--- config.mk ---
export PLATFORM = sky130hd
export DESIGN_NAME = receiver
export DESIGN_NICKNAME = d
export VERILOG_FILES = /design/src/rtl/receiver.sv
export SDC_FILE = /design/constraint.sdc
export NUM_CORES = 1
export LEC_CHECK = 0
export ABC_AREA = 1
export CAP_MARGIN = 20
export CORE_UTILIZATION = 35
export DETAILED_ROUTE_END_ITERATION = 12
export SLEW_MARGIN = 20
export SYNTH_ARGS = -nofsm -noshare
export SYNTH_HDL_FRONTEND = slang
export SYNTH_SLANG_ARGS = --single-unit
--- constraint.sdc ---
create_clock -name sample_clock -period 2.4 [get_ports sample_clock]
set_clock_uncertainty 0.15 [all_clocks]
set_input_delay 0.48 -clock sample_clock [delete_from_list [all_inputs] [get_ports sample_clock]]
set_output_delay 0.48 -clock sample_clock [all_outputs]
set_load 0.01 [all_outputs]
--- src/rtl/receiver.sv ---
// UART serial receiver.
// Oversamples serial_in on sample_clock and de-frames start / WORD_SIZE data
// bits (LSB first) / stop. A good word is loaded into RCV_datareg and
// announced with a one-cycle read_not_ready_out pulse. error1 flags an
// overrun and error2 flags a framing error; both stay set until the next
// start bit or reset.
// Optional build macro RCV_MAJORITY_EN: each data/stop bit is the majority
// of the last three samples of the bit period instead of a single sample.
module receiver #(
  parameter int WORD_SIZE  = 8,
  parameter int OVERSAMPLE = 8
) (
  input  logic                 sample_clock,
  input  logic                 resetn,
  input  logic                 serial_in,
  input  logic                 read_not_ready_in,
  output logic [WORD_SIZE-1:0] RCV_datareg,
  output logic                 read_not_ready_out,
  output logic                 error1,
  output logic                 error2
);

  localparam int SC_W = $clog2(OVERSAMPLE);
  localparam int BC_W = $clog2(WORD_SIZE + 1);

  localparam logic [SC_W-1:0] HALF_LAST = SC_W'(OVERSAMPLE / 2 - 1);
  localparam logic [SC_W-1:0] BIT_LAST  = SC_W'(OVERSAMPLE - 1);
  localparam logic [BC_W-1:0] WORD_BITS = BC_W'(WORD_SIZE);

  typedef enum logic [1:0] {
    IDLE    = 2'd0,
    START   = 2'd1,
    RECEIVE = 2'd2
  } state_t;

  state_t               state;
  logic [SC_W-1:0]      sample_cnt;
  logic [BC_W-1:0]      bit_cnt;
  logic [WORD_SIZE-1:0] shift_reg;
  logic                 bit_val;

`ifdef RCV_MAJORITY_EN
  localparam logic [SC_W-1:0] VOTE_A = SC_W'(OVERSAMPLE - 3);
  localparam logic [SC_W-1:0] VOTE_B = SC_W'(OVERSAMPLE - 2);

  logic samp_a;
  logic samp_b;

  // Capture the two early votes of each bit period; the third is the live sample.
  always_ff @(posedge sample_clock or posedge resetn) begin
    if (resetn) begin
      samp_a <= 1'b1;
      samp_b <= 1'b1;
    end else if (state == RECEIVE) begin
      if (sample_cnt == VOTE_A) samp_a <= serial_in;
      if (sample_cnt == VOTE_B) samp_b <= serial_in;
    end
  end

  assign bit_val = (samp_a & samp_b) | (samp_a & serial_in) | (samp_b & serial_in);
`else
  assign bit_val = serial_in;
`endif

  // Frame FSM: start detect, mid-bit start confirm, data shift and stop evaluation.
  always_ff @(posedge sample_clock or posedge resetn) begin
    if (resetn) begin
      state              <= IDLE;
      sample_cnt         <= '0;
      bit_cnt            <= '0;
      shift_reg          <= '0;
      RCV_datareg        <= '0;
      read_not_ready_out <= 1'b0;
      error1             <= 1'b0;
      error2             <= 1'b0;
    end else begin
      read_not_ready_out <= 1'b0;
      case (state)
        IDLE: begin
          if (!serial_in) begin
            state      <= START;
            sample_cnt <= '0;
            error1     <= 1'b0;
            error2     <= 1'b0;
          end
        end

        START: begin
          sample_cnt <= sample_cnt + SC_W'(1);
          if (serial_in) begin
            state <= IDLE;
          end else if (sample_cnt == HALF_LAST) begin
            state      <= RECEIVE;
            sample_cnt <= '0;
            bit_cnt    <= '0;
          end
        end

        RECEIVE: begin
          sample_cnt <= sample_cnt + SC_W'(1);
          if (sample_cnt == BIT_LAST) begin
            sample_cnt <= '0;
            if (bit_cnt < WORD_BITS) begin
              shift_reg <= {bit_val, shift_reg[WORD_SIZE-1:1]};
              bit_cnt   <= bit_cnt + BC_W'(1);
            end else begin
              state <= IDLE;
              if (read_not_ready_in) begin
                error1 <= 1'b1;
              end else if (!bit_val) begin
                error2 <= 1'b1;
              end else begin
                RCV_datareg        <= shift_reg;
                read_not_ready_out <= 1'b1;
              end
            end
          end
        end

        default: state <= IDLE;
      endcase
    end
  end

endmodule

# Yosys cells after proc, flatten, opt, wreduce, memory -nomap -nowiden
# Cells that the tools add are included.
[classes] eq_ne=14 n_mul=0 n_bitwise=2 n_div=0 n_lt_le_gt_ge=1 mux=31 n_addsub=2 shift=0 reduce_logical=11
[ops] operator="$ne A2 B2 Y1 const B" count=9
[ops] operator="$mux W4" count=4
[ops] operator="$reduce_and A5 Y1" count=3
[ops] operator="$mux W1" count=13
[ops] operator="$mux W3" count=4
[ops] operator="$mux W2" count=5
[ops] operator="$pmux W3 S3" count=1
[ops] operator="$pmux W4 S2" count=1
[ops] operator="$pmux W2 S3" count=1
[ops] operator="$reduce_and A6 Y1" count=1
[ops] operator="$add A4 B1 Y4 const B" count=1
[ops] operator="$lt A4 B4 Y1 const B" count=1
[ops] operator="$pmux W1 S2" count=2
[ops] operator="$reduce_and A4 Y1" count=1
[ops] operator="$reduce_bool A2 Y1" count=2
[ops] operator="$add A3 B1 Y3 const B" count=1
[ops] operator="$eq A3 B2 Y1 const B" count=1
[ops] operator="$eq A3 B3 Y1 const B" count=1
[ops] operator="$ne A3 B3 Y1 const B" count=1
[ops] operator="$reduce_and A3 Y1" count=1
[ops] operator="$reduce_bool A3 Y1" count=1
[ops] operator="$eq A2 B1 Y1 const B" count=1
[ops] operator="$eq A2 B2 Y1 const B" count=1
[ops] operator="$logic_not A2 Y1" count=1
[ops] operator="2 further kinds" count=3
[totals] mem_count=0 latchBits=0 romBits=0 wordCells=69 output_inout_bits=11 regBits=28 ram_bits=0 input_bits=4

# Logic depth before layout (Yosys ltp)
# Gate-level depths: netlist of run 1.
[depth] depth_word=5 ltp_mapped=9 mapped_depth_nobuf=9

# Least setup slack after synthesis of run 1
# OpenSTA, ideal clock, no wires.
[synth_path] kind="register to register" startpoint="register state[0]" endpoint="register state[0]" path_stages_with_launch=9 synth_period_minus_slack_ns=1.602 slack_ns=0.798 arrival_ns=1.335 cell_sequence="dfrtp_1 > inv_1 > ha_1 > inv_1 > nor2_1 > nor2_1 > nand3_1 > nand2_1 > nand2_1"
[synth_between] elab_chain_cells=3
[synth_lines] item="from (decl)" line="36" source="state_t state;"
[synth_lines] item="from (signal assigned)" line="68" source="state <= IDLE;"
[synth_lines] item="from (signal assigned)" line="81" source="state <= START;"
[synth_lines] item="from (signal assigned)" line="91" source="state <= IDLE;"
[synth_lines] item="$eq A2 B1 Y1, or another cell as far along" line="78" source="case (state)"
[synth_lines] item="$ne A3 B3 Y1 (no line) or $ne A2 B2 Y1 (tied branches)"
[synth_lines] item="$reduce_and A4 Y1 (no line)"
# Several ways; a longest one is shown, not always the timed one.
# A chain may end at the register's enable or synchronous reset.

# Worst setup path after layout of run 1
[layout_path] startpoint="register state[0]" endpoint="register state[1]"
# The elaborated chain is that of the path after synthesis.

==> flow_metrics.env, run 1 <==
export IMPL_status="complete, no violations"
export IMPL_route_detailed_drc=0
export IMPL_critPathMaxFanout=8
export IMPL_place_ws_ns=0.347
export IMPL_place_hpwl_mm=1.82
export IMPL_final_antenna_net_count=0
export IMPL_yosysTopAreaCellShare_pct=51.2
export IMPL_cp_num_buf_inv=2
export IMPL_switchingPower_w=0.000340
export IMPL_p_int_w=0.000819
export IMPL_ctsResizeCount=0
export IMPL_postCtsHoldBufs=0
export IMPL_syn_instance_count=164
export IMPL_cts_made_buffers=3
export IMPL_clk_pin_slew_ns=0.10
export IMPL_period_share_pct=77.3
export IMPL_async_flop_share_pct=100
export IMPL_slew_violations=0
export IMPL_syn_nets=177
export IMPL_yosys_register_bits=28
export IMPL_slew_headroom_pct=65.6
export IMPL_finalSetupViolCount=0
export IMPL_synth_common_cells="51 x nand2_1, 28 x dfrtp_1, 19 x nor2_1"
export IMPL_grt_max_degree=29
export IMPL_n_fill_cell=365
export IMPL_postCtsSetupRepairBufs=0
export IMPL_antenna_found_initial=0
export IMPL_h_tree_depth=1
export IMPL_die_y_um=64.5
export IMPL_clockBufferDepth=2
export IMPL_holdCritPathClass="register to register"
export IMPL_finalHoldViolations=0
export IMPL_ys_types=16
export IMPL_cp_top_family="simple AND/OR/NAND/NOR gates"
export IMPL_yosysWarnings=0
export IMPL_post_synth_top_count_cell="nand2_1"
export IMPL_grt_pass1_wl_mm=4.49
export IMPL_std_cell_rows=22
export IMPL_track_usage_pct=13.7
export IMPL_sequentialPowerShare_pct=45.3
export IMPL_die_area_um2=4160
export IMPL_io_pins=15
export IMPL_max_cap_viol_count=0
export IMPL_initial_core_util_pct=36.8
export IMPL_ys_flop_type="dfrtp_1"
export IMPL_drt_wl_total_mm=2.45
export IMPL_wl_per_cell_um=10.7
export IMPL_crit_type="register to register"
export IMPL_finalNetCount=195
export IMPL_p_clk_share_pct=32.1
export IMPL_rsz0062_at_grt="false"
export IMPL_setup_tns_ns=0
export IMPL_place_gp_congestion=0.798
export IMPL_drive_gt1_share_pct=4.97
export IMPL_cts_tree="done"
export IMPL_worstSkewPairLatency_ns=0.28
export IMPL_irDropWorstVdd_mv=0.345
export IMPL_syn_area_um2=1370
export IMPL_cp_arrival_ns=1.89
export IMPL_tightestPinTransition_ns=0.514
export IMPL_synth_edff_count=0
export IMPL_via_per_inst=4.75
export IMPL_max_freq_ghz=0.539
export IMPL_cts_sinks=28
export IMPL_end_kind="register"
export IMPL_crit_chain="inv_1 > ha_1 > inv_1 > nor2_1 > nor2_1 > nand3_1 > nand2_1 > nand2_1"
export IMPL_synth_largest_area_cell="dfrtp_1"
export IMPL_core_um2=3720
export IMPL_fin_ws_ns=0.544
export IMPL_p_comb_share_pct=22.5
export IMPL_drt_iter0_markers=49
export IMPL_io_buffers=14
export IMPL_clk_root_buffer_cell="clkbuf_8"
export IMPL_yosysSeqAreaShare_pct=51.2
export IMPL_cp_slowest_cell="dfrtp_1"
export IMPL_grt_pass1_vias=1028
export IMPL_diodes=0
export IMPL_synth_area_leaders="dfrtp_1 51%, nand2_1 14%, ha_1 8.2%"
export IMPL_min_period_ns=1.86
export IMPL_vias=1087
export IMPL_p_per_area_nw_per_um2=711
export IMPL_cp_required_ns=2.43
export IMPL_grt_overflow=0
export IMPL_syn_avg_cell_area_um2=8.35
export IMPL_die_x_um=64.5
export IMPL_p_leak_nw=0.839
export IMPL_synthToLayoutAreaGrowth_pct=19.2
export IMPL_critical_path_max_stage_delay_ns=0.42
export IMPL_firstDrtPassIters=4
export IMPL_startpoint_type="register"
export IMPL_swShare_pct=29.4
[cell families after synthesis]
group           synth area share [%]
buf+inv                         6.12
flops                           51.2
simple gates                    26.1
compound gates                  7.68
xor+xnor                       0.640
fa+ha+maj                       8.23
[placed cells by master (no fill, tap or decap)]
cell             count
nor2_4               1
bufinv_16            1
clkbuf_8             3
buf_4                1
or2_2                1
o21ai_0             12
xnor2_1              1
nor2_1              19
a21oi_1              9
inv_1               18
nand3_1              7
clkdlybuf4s50_1     14
nand4_1              4
nand2_2              1
nand3b_2             1
dfrtp_1             28
ha_1                 9
nand2_1             51
[routing by layer]
| metal | vias up | wire, um | track usage, % |
|---|---|---|---|
| met2 | 23 | 1130 | 22.2 |
| met4 | 0 | 38 | 7.22 |
| met3 | 5 | 50 | 1.06 |
| met5 | - | 0 | 0 |
| li1 | 554 | - | - |
| met1 | 505 | 1240 | 18.1 |
[worst register-to-register path: cells and delay by family, from the launching register on]
| kind | cells | cell delay, ns |
|---|---|---|
| flip-flops | 1 | 0.42 |
| buffers and inverters | 2 | 0.28 |
| AND/OR/NAND/NOR | 5 | 0.60 |
| adder cells (fa/ha/maj) | 1 | 0.30 |
[worst paths after layout]
kind / endpoint / slack, ns / cells after the start / from
setup / recovery: state[1]$_DFFE_PP0P_ / 0.54 / 8 / state[0]$_DFFE_PP0P_
hold / removal: error2$_DFFE_PP0P_ / 0.34 / 2 / error2$_DFFE_PP0P_
setup reg to reg: state[1]$_DFFE_PP0P_ / 0.54 / 8 / state[0]$_DFFE_PP0P_
hold reg to reg: error2$_DFFE_PP0P_ / 0.34 / 2 / error2$_DFFE_PP0P_
max in group asynchronous: read_not_ready_out$_DFF_PP0_ / 1.44 / 3 / resetn
min in group asynchronous: bit_cnt[0]$_DFFE_PP0P_ / 0.40 / 3 / resetn
[through the flow]
stage	utilization (%)	hold WS, ns	cells	cell area [um^2]	power, W
floorplan	-	0.299	164	1370	0.000720
global placement	42.0	0.311	225	1560	0.000781
detailed placement	42.0	0.318	225	1560	0.000793
CTS	43.9	0.342	229	1630	0.00116
global route	43.9	0.368	229	1630	0.00123
finish	43.9	0.336	229	1630	0.00116
[final cells by class]
class | instances | area (um^2) | area share [%]
Clock buffer | 3 | 41.3 | 2.53
Clock inverter | 1 | 30.0 | 1.84
Inverter | 18 | 67.6 | 4.14
Multi-Input combinational cell | 116 | 584 | 35.8
Sequential cell | 28 | 701 | 42.9
Tap cell | 48 | 60.1 | 3.68
Timing Repair Buffer | 15 | 148 | 9.05
[power groups by stage]
stage,Clock (W),Sequential (W),Combinational [W]
floorplan,0,0.000533,0.000186
global placement,0,0.000532,0.000249
detailed placement,0,0.000535,0.000258
CTS,0.000376,0.000526,0.000262
global route,0.000397,0.000531,0.000305
finish,0.000373,0.000526,0.000261
Note: power is estimated with default switching activity, not from simulation.
==> inputs of run 2 (changes only) <==
==> constraint.sdc (replaced) <==
create_clock -name sample_clock -period 1.53 [get_ports sample_clock]
set_clock_uncertainty 0.15 [all_clocks]
set_input_delay 0.306 -clock sample_clock [delete_from_list [all_inputs] [get_ports sample_clock]]
set_output_delay 0.306 -clock sample_clock [all_outputs]
set_load 0.01 [all_outputs]
==> flow_metrics.env, run 2 (synthesis gave the netlist of run 1 again) <==
export IMPL_clk_pin_slew_ns=0.10
export IMPL_max_freq_ghz=0.658
export IMPL_std_cell_rows=22
export IMPL_max_cap_viol_count=0
export IMPL_worstSkewPairLatency_ns=0.28
export IMPL_rsz0062_at_grt="true"
export IMPL_synthToLayoutAreaGrowth_pct=43.8
export IMPL_slew_violations=0
export IMPL_finalSetupViolCount=0
export IMPL_critPathMaxFanout=5
export IMPL_cp_required_ns=1.55
export IMPL_end_kind="register"
export IMPL_crit_type="register to register"
export IMPL_postCtsHoldBufs=0
export IMPL_wl_per_cell_um=11.8
export IMPL_cp_slowest_cell="dfrtp_1"
export IMPL_crit_chain="ha_4 > ha_4 > nand3b_4 > buf_4 > o21ai_0 > nand2_1"
export IMPL_vias=1147
export IMPL_period_share_pct=99.3
export IMPL_final_antenna_net_count=0
export IMPL_h_tree_depth=1
export IMPL_drt_iter0_markers=118
export IMPL_place_gp_congestion=0.827
export IMPL_cts_made_buffers=3
export IMPL_p_leak_nw=1.04
export IMPL_swShare_pct=31.9
export IMPL_slew_headroom_pct=76.8
export IMPL_core_um2=3720
export IMPL_grt_overflow=0
export IMPL_critical_path_max_stage_delay_ns=0.41
export IMPL_finalNetCount=215
export IMPL_final_common_cell="nand2_1"
export IMPL_via_per_inst=4.61
export IMPL_track_usage_pct=15.3
export IMPL_tightestPinTransition_ns=0.348
export IMPL_antenna_found_initial=0
export IMPL_cts_sinks=28
export IMPL_min_period_ns=1.52
export IMPL_firstDrtPassIters=5
export IMPL_cts_tree="done"
export IMPL_irDropWorstVdd_mv=0.462
export IMPL_dpl_cell_area_um2=1700
export IMPL_place_hpwl_mm=2.06
export IMPL_diodes=0
export IMPL_p_comb_share_pct=33.6
export IMPL_grt_pass1_vias=1158
export IMPL_final_area_um2=1970
export IMPL_finalHoldViolations=0
export IMPL_holdCritPathClass="input port to asynchronous set/reset pin"
export IMPL_cp_arrival_ns=1.54
export IMPL_p_per_area_nw_per_um2=1080
export IMPL_io_buffers=14
export IMPL_clk_root_buffer_cell="clkbuf_8"
export IMPL_io_pins=15
export IMPL_grt_pass1_wl_mm=5.00
export IMPL_die_y_um=64.5
export IMPL_p_clk_share_pct=27.5
export IMPL_power_w=0.00213
export IMPL_initial_core_util_pct=36.8
export IMPL_sequentialPowerShare_pct=38.9
export IMPL_clockBufferDepth=2
export IMPL_route_detailed_drc=0
export IMPL_status="complete, no violations"
export IMPL_grt_max_degree=29
export IMPL_drive_gt1_share_pct=29.9
export IMPL_mostFrequentLayoutCells="44 x nand2_1, 26 x dfrtp_1, 17 x buf_4"
export IMPL_die_x_um=64.5
export IMPL_fin_util_pct=53.0
export IMPL_switchingPower_w=0.000681
export IMPL_cp_common_cell="ha_4"
export IMPL_startpoint_type="register"
export IMPL_fin_hold_ws_ns=0.190
export IMPL_p_int_w=0.00145
export IMPL_drt_wl_total_mm=2.93
export IMPL_die_area_um2=4160
run 2: cell count changes in the layout (fill, tap and decap cells not counted), moves of 5 or more:
cell / delta
buf_4: +16
clkdlybuf4s50_1: -12
dlygate4sd2_1: +11
ha_1: -6
ha_4: +5
inv_1: -5
inv_2: +5
nand2_1: -7
nand2_2: +5
nor2_1: -5
run 2: what timing repair did:
| item | CTS | global route |
|---|---|---|
| pin swaps | 7 | 4 |
| setup endpoints to repair | 39 | 24 |
| gates cloned | 1 | 0 |
| resized for setup | 30 | 29 |
| endpoints found under the hold margin | 0 | 0 |
| buffers inserted | 1 | 3 |
run 2: area by class of cell:
| type | instances | area [um^2] |
|---|---|---|
| Clock buffer | 3 | 41.3 |
| Clock inverter | 1 | 30.0 |
| Fill cell | 341 | 1750 |
| Inverter | 18 | 67.6 |
| Multi-Input combinational cell | 117 | 758 |
| Sequential cell | 28 | 703 |
| Tap cell | 48 | 60.1 |
| Timing Repair Buffer | 34 | 308 |
run 2: path summary, 6_finish.rpt:
kind                            slack (ns)                       from  depth (start not counted)                    endpoint
worst min-delay path                  0.19                     resetn                          3    shift_reg[3]$_DFFE_PP0P_
worst max-delay path                  0.01  sample_cnt[1]$_DFFE_PP0P_                          6  RCV_datareg[2]$_DFFE_PP0P_
max in group asynchronous             0.87                     resetn                          3   sample_cnt[2]$_DFFE_PP0P_
min in group sample_clock             0.34         error2$_DFFE_PP0P_                          2          error2$_DFFE_PP0P_
worst max register to register        0.01  sample_cnt[1]$_DFFE_PP0P_                          6  RCV_datareg[2]$_DFFE_PP0P_
worst min register to register        0.34         error2$_DFFE_PP0P_                          2          error2$_DFFE_PP0P_
run 2: worst max-delay path, delay by kind of cell, from the launching register on:
| kind | cells | cell delay, ns |
|---|---|---|
| flops | 1 | 0.41 |
| fa+ha+maj | 2 | 0.35 |
| buf+inv | 1 | 0.17 |
| simple gates | 2 | 0.20 |
| compound gates | 1 | 0.13 |
run 2: per-layer routing:
layer | global-route usage [%] | vias to the layer above | part of all wire, %
li1 | - | 592 | -
met4 | 4.17 | 0 | 0.58
met1 | 19.8 | 527 | 46
met5 | 0 | - | 0
met3 | 1.06 | 2 | 2.4
met2 | 27.2 | 26 | 51
run 2: power by group through the flow:
stage               combinational [W]  clock (W)  sequential, W
floorplan                    0.000296          0       0.000836
global placement             0.000485          0       0.000827
detailed placement           0.000500          0       0.000830
CTS                          0.000557   0.000605       0.000828
global route                 0.000796   0.000632       0.000833
finish                       0.000717   0.000586       0.000828
run 2: metrics by stage:
stage	instances	setup WS [ns]	TNS [ns]
3_5_place_dp	240	-0.270	-3.93
5_1_grt	249	-0.0611	-0.600
2_1_floorplan	164	0.00688	0
6_report	249	0.0110	0
3_3_place_gp	240	-0.204	-2.93
4_1_cts	246	-0.00114	-0.00114
==> inputs of run 3 (changes only) <==
--- a/config.mk
+++ b/config.mk
@@ -7,6 +7,7 @@
 export LEC_CHECK = 0
 export ABC_AREA = 1
 export CAP_MARGIN = 20
+export CORE_MARGIN = 8
 export CORE_UTILIZATION = 35
 export DETAILED_ROUTE_END_ITERATION = 12
 export SLEW_MARGIN = 20
==> flow_metrics.env, run 3 (synthesis gave the netlist of run 1 again) <==
export IMPL_synthToLayoutAreaGrowth_pct=44.4
export IMPL_final_area_um2=1980
export IMPL_worstSkewPairLatency_ns=0.27
export IMPL_vias=1168
export IMPL_final_common_cell="nand2_1"
export IMPL_violations="setup timing"
export IMPL_critPathLaunch="serial_in"
export IMPL_drt_wl_total_mm=3.17
export IMPL_period_share_pct=100
export IMPL_h_tree_depth=1
export IMPL_max_cap_viol_count=0
export IMPL_cts_made_buffers=3
export IMPL_die_y_um=78.5
export IMPL_initial_core_util_pct=36.8
export IMPL_status="finished with violations"
export IMPL_route_detailed_drc=0
export IMPL_io_pins=15
export IMPL_clk_pin_slew_ns=0.09
export IMPL_dpl_cell_area_um2=1670
export IMPL_fin_util_pct=53.2
export IMPL_grt_pass1_wl_mm=5.13
export IMPL_firstDrtPassIters=4
export IMPL_fin_ws_ns=-0.00198
export IMPL_holdCritPathClass="input port to asynchronous set/reset pin"
export IMPL_antenna_found_initial=0
export IMPL_mostFrequentLayoutCells="42 x nand2_1, 26 x dfrtp_1, 13 x inv_1"
export IMPL_core_um2=3720
export IMPL_io_buffers=14
export IMPL_finalNetCount=211
export IMPL_rsz0062_at_grt="true"
export IMPL_p_leak_nw=1.03
export IMPL_grt_pass1_vias=1198
export IMPL_drive_gt1_share_pct=31.5
export IMPL_via_per_inst=4.77
export IMPL_crit_type="input port to register"
export IMPL_finalHoldViolations=0
export IMPL_drt_iter0_markers=43
export IMPL_cts_tree="done"
export IMPL_clk_root_buffer_cell="clkbuf_8"
export IMPL_slew_violations=0
export IMPL_die_x_um=78.5
export IMPL_cp_required_ns=1.55
export IMPL_slew_headroom_pct=79.3
export IMPL_die_area_um2=6170
export IMPL_postCtsHoldBufs=0
export IMPL_min_period_ns=1.53
export IMPL_grt_max_degree=29
export IMPL_critPathMaxFanout=5
export IMPL_place_gp_congestion=0.816
export IMPL_startpoint_type="input port"
export IMPL_track_usage_pct=9.98
export IMPL_irDropWorstVdd_mv=0.377
export IMPL_place_hpwl_mm=2.16
export IMPL_p_per_area_nw_per_um2=1090
export IMPL_std_cell_rows=22
export IMPL_max_freq_ghz=0.653
export IMPL_finalSetupViolCount=1
export IMPL_cp_arrival_ns=1.55
export IMPL_end_kind="register"
export IMPL_grt_overflow=0
export IMPL_final_antenna_net_count=0
export IMPL_clockBufferDepth=2
export IMPL_cts_sinks=28
export IMPL_r2r_start="sample_cnt[0]$_DFFE_PP0P_"
export IMPL_wl_per_cell_um=12.9
export IMPL_tightestPinTransition_ns=0.309
export IMPL_diodes=0
## run 3: layout make-up
class                      count  area (um^2)
inverter                      18         67.6
sequential                    28          703
tap                           48         60.1
fill                         345         1740
clock buffer                   3         41.3
clock inverter                 1         30.0
multi-input combinational    116          781
timing repair buffer          31          294
## run 3: worst max-delay path, stage by stage
cell and delay [ns]:
clkdlybuf4s50_1 0.56, buf_4 0.23, o21ai_0 0.24, nand3_1 0.11
nand2_1 0.06, nand2_1 0.04
## run 3: report_power, final
group / total (W) / switching, W / leakage [nW] / internal (W)
clock: 0.000570 / 0.000220 / 0.0357 / 0.000350
sequential: 0.000826 / 0.0000387 / 0.381 / 0.000787
combinational: 0.000754 / 0.000442 / 0.616 / 0.000312
## run 3: worst paths after layout
| check | slack (ns) | cells after the start | end |
|---|---|---|---|
| max | -0.002 | 6 | error2$_DFFE_PP0P_ |
| min | 0.21 | 3 | RCV_datareg[7]$_DFFE_PP0P_ |
| max reg2reg | 0.01 | 8 | bit_cnt[2]$_DFFE_PP0P_ |
| min reg2reg | 0.34 | 2 | error2$_DFFE_PP0P_ |
| max in group asynchronous | 0.86 | 3 | state[1]$_DFFE_PP0P_ |
| min in group sample_clock | 0.34 | 2 | error2$_DFFE_PP0P_ |
## run 3: layer usage
| metal | up-vias | global-route usage, % | wire length (um) | part of all wire [%] |
|---|---|---|---|---|
| met5 | - | 0 | 0 | 0 |
| met4 | 0 | 5.74 | 79 | 2.5 |
| met3 | 6 | 1.82 | 83 | 2.6 |
| met2 | 13 | 17.9 | 1640 | 52 |
| met1 | 567 | 10.7 | 1360 | 43 |
| li1 | 582 | - | - | - |
## run 3: timing repair
action / 4_1_cts / 5_1_grt
endpoints found under the setup margin: 38 / 20
pin swaps: 3 / 11
resized for setup: 31 / 42
setup buffers: 5 / 0
hold endpoints to repair: 0 / 0
## run 3: metrics by stage
step	hold WS [ns]	TNS, ns	instances	setup slack (ns)	total power (W)
floorplan	0.221	0	164	0.00688	0.00113
global placement	0.310	-2.51	236	-0.181	0.00129
detailed placement	0.322	-3.45	236	-0.279	0.00131
CTS	0.206	-0.00507	245	-0.00507	0.00196
global route	0.212	-0.806	245	-0.0711	0.00228
finish	0.206	-0.00198	245	-0.00198	0.00215
